==> src/rtl/compare_seq_unit.sv <==
// compare_seq_unit: multi-cycle magnitude comparator for the branch stage.
// The operands are compared CHUNK bits per cycle, starting with the most-significant
// chunk. A run-time signed_i selects a two's-complement or an unsigned compare.
// There is a valid/ready handshake on the input side and on the output side.
// Optional macro COMPARE_EARLY_EXIT_EN: when it is defined, the compare stops at the
// first differing chunk. When it is undefined (the default), every compare walks all
// NCHUNK chunks. A sticky flag then keeps the first verdict, so the latency does not
// depend on the data.
module compare_seq_unit #(
  parameter int WIDTH = 32,
  parameter int CHUNK = 8
) (
  input  logic             clk_i,
  input  logic             rst_i,
  input  logic             valid_i,
  output logic             ready_o,
  input  logic [WIDTH-1:0] a_i,
  input  logic [WIDTH-1:0] b_i,
  input  logic             signed_i,
  output logic             valid_o,
  input  logic             ready_i,
  output logic             equal_o,
  output logic             alarger_o,
  output logic             blarger_o
);

  localparam int NCHUNK = WIDTH / CHUNK;
  localparam int IDXW = (NCHUNK > 1) ? $clog2(NCHUNK) : 1;
  localparam logic [IDXW-1:0] LAST_IDX = IDXW'(NCHUNK - 1);

  // Reject parameter sets the chunk walk cannot handle.
  generate
    if (WIDTH < 2) begin : gWidthCheck
      $error("compare_seq_unit: WIDTH must be at least 2");
    end
    if ((CHUNK < 1) || ((WIDTH % CHUNK) != 0)) begin : gChunkCheck
      $error("compare_seq_unit: WIDTH must be a multiple of CHUNK");
    end
  endgenerate

  typedef enum logic [1:0] {
    IDLE = 2'd0,
    RUN  = 2'd1,
    DONE = 2'd2
  } state_e;

  state_e state_q, state_d;
  logic [WIDTH-1:0] opA_q, opA_d;
  logic [WIDTH-1:0] opB_q, opB_d;
  logic [IDXW-1:0] index_q, index_d;
  logic equal_q, equal_d;
  logic aLarger_q, aLarger_d;
  logic bLarger_q, bLarger_d;

  logic [CHUNK-1:0] chunkA;
  logic [CHUNK-1:0] chunkB;
  logic chunkNe;
  logic chunkGt;

`ifndef COMPARE_EARLY_EXIT_EN
  logic decided_q, decided_d;
  logic aGt_q, aGt_d;
  logic hitNow;
  logic aGtNow;
`endif

  // Select the chunk pair that index_q points at and compare the two chunks unsigned.
  always_comb begin
    chunkA = '0;
    chunkB = '0;
    for (int c = 0; c < NCHUNK; c++) begin
      if (index_q == IDXW'(c)) begin
        chunkA = opA_q[c*CHUNK +: CHUNK];
        chunkB = opB_q[c*CHUNK +: CHUNK];
      end
    end
    chunkNe = (chunkA != chunkB);
    chunkGt = (chunkA > chunkB);
  end

  // Next-state logic: accept in IDLE, walk the chunks in RUN, hold the result in DONE.
  always_comb begin
    state_d   = state_q;
    opA_d     = opA_q;
    opB_d     = opB_q;
    index_d   = index_q;
    equal_d   = equal_q;
    aLarger_d = aLarger_q;
    bLarger_d = bLarger_q;
`ifndef COMPARE_EARLY_EXIT_EN
    decided_d = decided_q;
    aGt_d     = aGt_q;
    hitNow    = decided_q | chunkNe;
    aGtNow    = decided_q ? aGt_q : chunkGt;
`endif
    case (state_q)
      IDLE: begin
        if (valid_i) begin
          // Inverting the sign bit maps two's-complement order onto unsigned order.
          opA_d   = a_i ^ {signed_i, {(WIDTH-1){1'b0}}};
          opB_d   = b_i ^ {signed_i, {(WIDTH-1){1'b0}}};
          index_d = LAST_IDX;
`ifndef COMPARE_EARLY_EXIT_EN
          decided_d = 1'b0;
          aGt_d     = 1'b0;
`endif
          state_d = RUN;
        end
      end
      RUN: begin
`ifdef COMPARE_EARLY_EXIT_EN
        if (chunkNe) begin
          equal_d   = 1'b0;
          aLarger_d = chunkGt;
          bLarger_d = ~chunkGt;
          state_d   = DONE;
        end else if (index_q == '0) begin
          equal_d   = 1'b1;
          aLarger_d = 1'b0;
          bLarger_d = 1'b0;
          state_d   = DONE;
        end else begin
          index_d = index_q - IDXW'(1);
        end
`else
        decided_d = hitNow;
        aGt_d     = aGtNow;
        if (index_q == '0) begin
          equal_d   = ~hitNow;
          aLarger_d = hitNow & aGtNow;
          bLarger_d = hitNow & ~aGtNow;
          state_d   = DONE;
        end else begin
          index_d = index_q - IDXW'(1);
        end
`endif
      end
      DONE: begin
        if (ready_i) begin
          equal_d   = 1'b0;
          aLarger_d = 1'b0;
          bLarger_d = 1'b0;
          index_d   = LAST_IDX;
          state_d   = IDLE;
        end
      end
      default: begin
        state_d   = IDLE;
        equal_d   = 1'b0;
        aLarger_d = 1'b0;
        bLarger_d = 1'b0;
        index_d   = LAST_IDX;
      end
    endcase
  end

  // State and datapath registers. Reset aborts any operation in flight.
  always_ff @(posedge clk_i) begin
    if (rst_i) begin
      state_q   <= IDLE;
      opA_q     <= '0;
      opB_q     <= '0;
      index_q   <= LAST_IDX;
      equal_q   <= 1'b0;
      aLarger_q <= 1'b0;
      bLarger_q <= 1'b0;
`ifndef COMPARE_EARLY_EXIT_EN
      decided_q <= 1'b0;
      aGt_q     <= 1'b0;
`endif
    end else begin
      state_q   <= state_d;
      opA_q     <= opA_d;
      opB_q     <= opB_d;
      index_q   <= index_d;
      equal_q   <= equal_d;
      aLarger_q <= aLarger_d;
      bLarger_q <= bLarger_d;
`ifndef COMPARE_EARLY_EXIT_EN
      decided_q <= decided_d;
      aGt_q     <= aGt_d;
`endif
    end
  end

  assign ready_o   = (state_q == IDLE);
  assign valid_o   = (state_q == DONE);
  assign equal_o   = equal_q;
  assign alarger_o = aLarger_q;
  assign blarger_o = bLarger_q;

endmodule

==> config.mk <==
export PLATFORM = sky130hd
export DESIGN_NAME = compare_seq_unit
export DESIGN_NICKNAME = d
export VERILOG_FILES = /design/src/rtl/compare_seq_unit.sv
export SDC_FILE = /design/constraint.sdc
export NUM_CORES = 1
export LEC_CHECK = 0
export ABC_CLOCK_PERIOD_IN_PS = 6930
export BUFFER_PORTS_ARGS = -buffer_cell sky130_fd_sc_hd__buf_4
export CELL_PAD_IN_SITES_DETAIL_PLACEMENT = 1
export CELL_PAD_IN_SITES_GLOBAL_PLACEMENT = 1
export CORE_MARGIN = 2
export CORE_UTILIZATION = 41
export DETAILED_ROUTE_END_ITERATION = 7
export PLACE_DENSITY = 0.89
export SLEW_MARGIN = 15
export SYNTH_ARGS = -nofsm -noshare
export SYNTH_HDL_FRONTEND = slang
export SYNTH_SLANG_ARGS = --single-unit
==> constraint.sdc <==
create_clock -name clk_i -period 6.93 [get_ports clk_i]
set_clock_uncertainty 0.15 [all_clocks]
set_input_delay 0.693 -clock clk_i [delete_from_list [all_inputs] [get_ports clk_i]]
set_output_delay 0.693 -clock clk_i [all_outputs]
set_load 0.005 [all_outputs]
==> results.json <==
{
  "outcome": "complete, no violations",
  "synth_edf_count": 0,
  "grtUsageMet3_pct": 3.831,
  "io_pins": 74,
  "cp-start-kind": "register",
  "min_period_over_period_pct": 51.99,
  "cp.required_ns": 7.01,
  "slew_viol_final": 0,
  "dieWidth_um": 94.64,
  "cp-end-kind": "register",
  "die_area_um2": 8956,
  "layout_common_cells": "157 x nand2_1, 107 x a21oi_1, 73 x dfxtp_1, 73 x buf_4, 16 x nand3b_1",
  "clock_path_buffers": 2,
  "synth_top_area_share_pct": 43.39,
  "antenna_found_initial": 0,
  "worstSetupPathType": "register to register",
  "dieHeight_um": 94.64,
  "rsz0062_at_grt": "no",
  "antennaDiodeCount": 0,
  "syn_area_per_cell_um2": 7.306,
  "vdd_ir_drop_max_mv": 0.1135,
  "grt_overflow_total": 0,
  "drv_cap": 0,
  "dr.pass1.iters": 4,
  "yosysSeqAreaShare_pct": 43.39,
  "postCtsHoldBufs": 0,
  "ant_nets": 0,
  "tns_ns": 0,
  "synth_top_area_cell": "dfxtp_1",
  "vias": 3311,
  "period_needed_ns": 3.603,
  "ctsResizeCount": 0,
  "arrival_ns": 3.69,
  "tritoncts": "yes",
  "grt_most_used_layer": "met2",
  "final_core_util_pct": 50.83,
  "grt_use_total_pct": 22.47,
  "synth_seq_cells": 73,
  "clock_latency_ns": 0.35,
  "wl_um": 9694,
  "wl_per_cell_um": 15.61,
  "first_iter_violations": 109,
  "synth_ff_type": "dfxtp_1",
  "powerDensity_nw_per_um2": 239.3,
  "holdWs_ns": 0.3057,
  "multi_input_area_um2": 1755,
  "seqCellArea_um2": 1461,
  "initial_utilization_pct": 41.62,
  "synth_cell_types": 35,
  "hold_viol_final": 0,
  "yosys_warnings": 0,
  "areaGrowthSynthToFinish_pct": 22.14,
  "core-area_um2": 8093,
  "synth_cells": 461,
  "mappedNetlistNets": 542,
  "ys_async_sr_fraction_pct": 0,
  "grt_pass1_wl_um": 15520,
  "numCtsBuffers": 9,
  "fin_nets": 592,
  "root_buffer": "clkbuf_8",
  "cts_sinks": 73,
  "cp_max_fo": 32,
  "synthTopCellsByArea": "dfxtp_1 43%, nand2_1 18%, a21oi_1 16%, ha_1 4.5%, nand3b_1 3.6%",
  "routed_via_density": 5.332,
  "p_leak_nw": 1.625,
  "route.detailed.drc": 0,
  "place_congestion": 0.8224,
  "grtUsageMet1_pct": 26.85,
  "port_buffers": 73,
  "slew_headroom_pct": 29.66,
  "grt_max_degree": 75,
  "cts_setup_buffers": 0,
  "setup_viol": 0,
  "fillers": 1061,
  "dp.final_hpwl_um": 6790,
  "rows": 33,
  "hp-class": "register to register",
  "tightest_slew_ns": 1.055,
  "max_freq_mhz": 277.5,
  "cts_htree_levels": 3,
  "clkSlewWorstSetupHoldPaths_ns": 0.07,
  "syn-cell-area_um2": 3368,
  "layout_commonest_cell": "nand2_1",
  "drive_gt1_share_pct": 18.22,
  "grt_pass1_vias": 3320,
  "gr-usage-met2_pct": 38.65
}
## cells in the mapped netlist (all sizes together) (2+ instances only)
| library cell | instances |
|---|---|
| nor2b | 4 |
| xnor2 | 2 |
| dfxtp | 73 |
| clkbuf | 19 |
| buf | 15 |
| nand3b | 16 |
| o22ai | 2 |
| ha | 12 |
| nand2 | 159 |
| a21oi | 108 |
| a211oi | 4 |
| or4 | 3 |
| and2 | 2 |
| nor3 | 2 |
| o21ai | 11 |
| inv | 3 |
| nor2 | 15 |
## worst max-delay path, cell delays in order, from the launching register on
cell	delay (ns)
dfxtp_1	0.36
inv_1	0.09
ha_1	0.73
nand3b_1	0.22
a21oi_1	0.10
a21oi_1	0.17
nor2_1	0.07
a21oi_1	0.27
ha_1	0.20
nand4_1	0.18
nor4_1	0.58
o21ai_0	0.19
o311a_1	0.16
## path summary, 6_finish.rpt
| check | to | slack (ns) | cells after the start | startpoint |
|---|---|---|---|---|
| setup / recovery | blarger_o | 3.33 | 12 | index_q[1] |
| hold reg to reg | opA_q[30] | 0.31 | 2 | opA_q[30] |
| hold / removal | opA_q[30] | 0.31 | 2 | opA_q[30] |
| setup reg to reg | blarger_o | 3.33 | 12 | index_q[1] |
## registers in the layout (all words and copies together), names as in the netlist
register   count
aGt_q          1
alarger_o      1
blarger_o      1
decided_q      1
equal_o        1
index_q        2
opA_q         32
opB_q         32
state_q        2
## final cells by class
cell class | instances | area share (%)
timing repair buffer | 73 | 13.32
multi-input combinational | 351 | 42.67
tap | 105 | 3.193
sequential | 73 | 35.52
clock buffer | 12 | 3.771
inverter | 3 | 0.2737
clock inverter | 4 | 1.247
## metrics by stage
step | area [um^2] | setup WS (ns) | instances | power (mW)
2_1_floorplan | 3368 | 4.078 | 461 | 0.5808
4_1_cts | 4108 | 3.346 | 621 | 0.9874
3_3_place_gp | 3901 | 3.741 | 605 | 0.6327
3_5_place_dp | 3901 | 3.520 | 605 | 0.6462
6_report | 4114 | 3.327 | 621 | 0.9844
5_1_grt | 4114 | 2.990 | 621 | 1.032
## layer usage
| layer | part of all wire, % | vias to the layer above |
|---|---|---|
| met5 | 0 | - |
| met4 | 3.1 | 0 |
| met3 | 4.0 | 25 |
| met2 | 50 | 83 |
| met1 | 43 | 1562 |
| li1 | - | 1641 |
## power breakdown
group | internal [mW] | switching (mW)
clock | 0.186 | 0.159
combinational | 0.0681 | 0.100
sequential | 0.450 | 0.0210
total | 0.704 | 0.281
## kinds of logic (layout without fill, tap and decap cells)
kind of cell	after synthesis	in the layout	share of synthesized area, %
compound gates	130	130	20.47
fa+ha+maj	12	12	4.458
xor+xnor	2	2	0.5202
flops	73	73	43.39
mux	1	1	0.2972
simple gates	206	206	26.08
buf+inv	37	92	4.792
(Power assumes the default switching activity.)
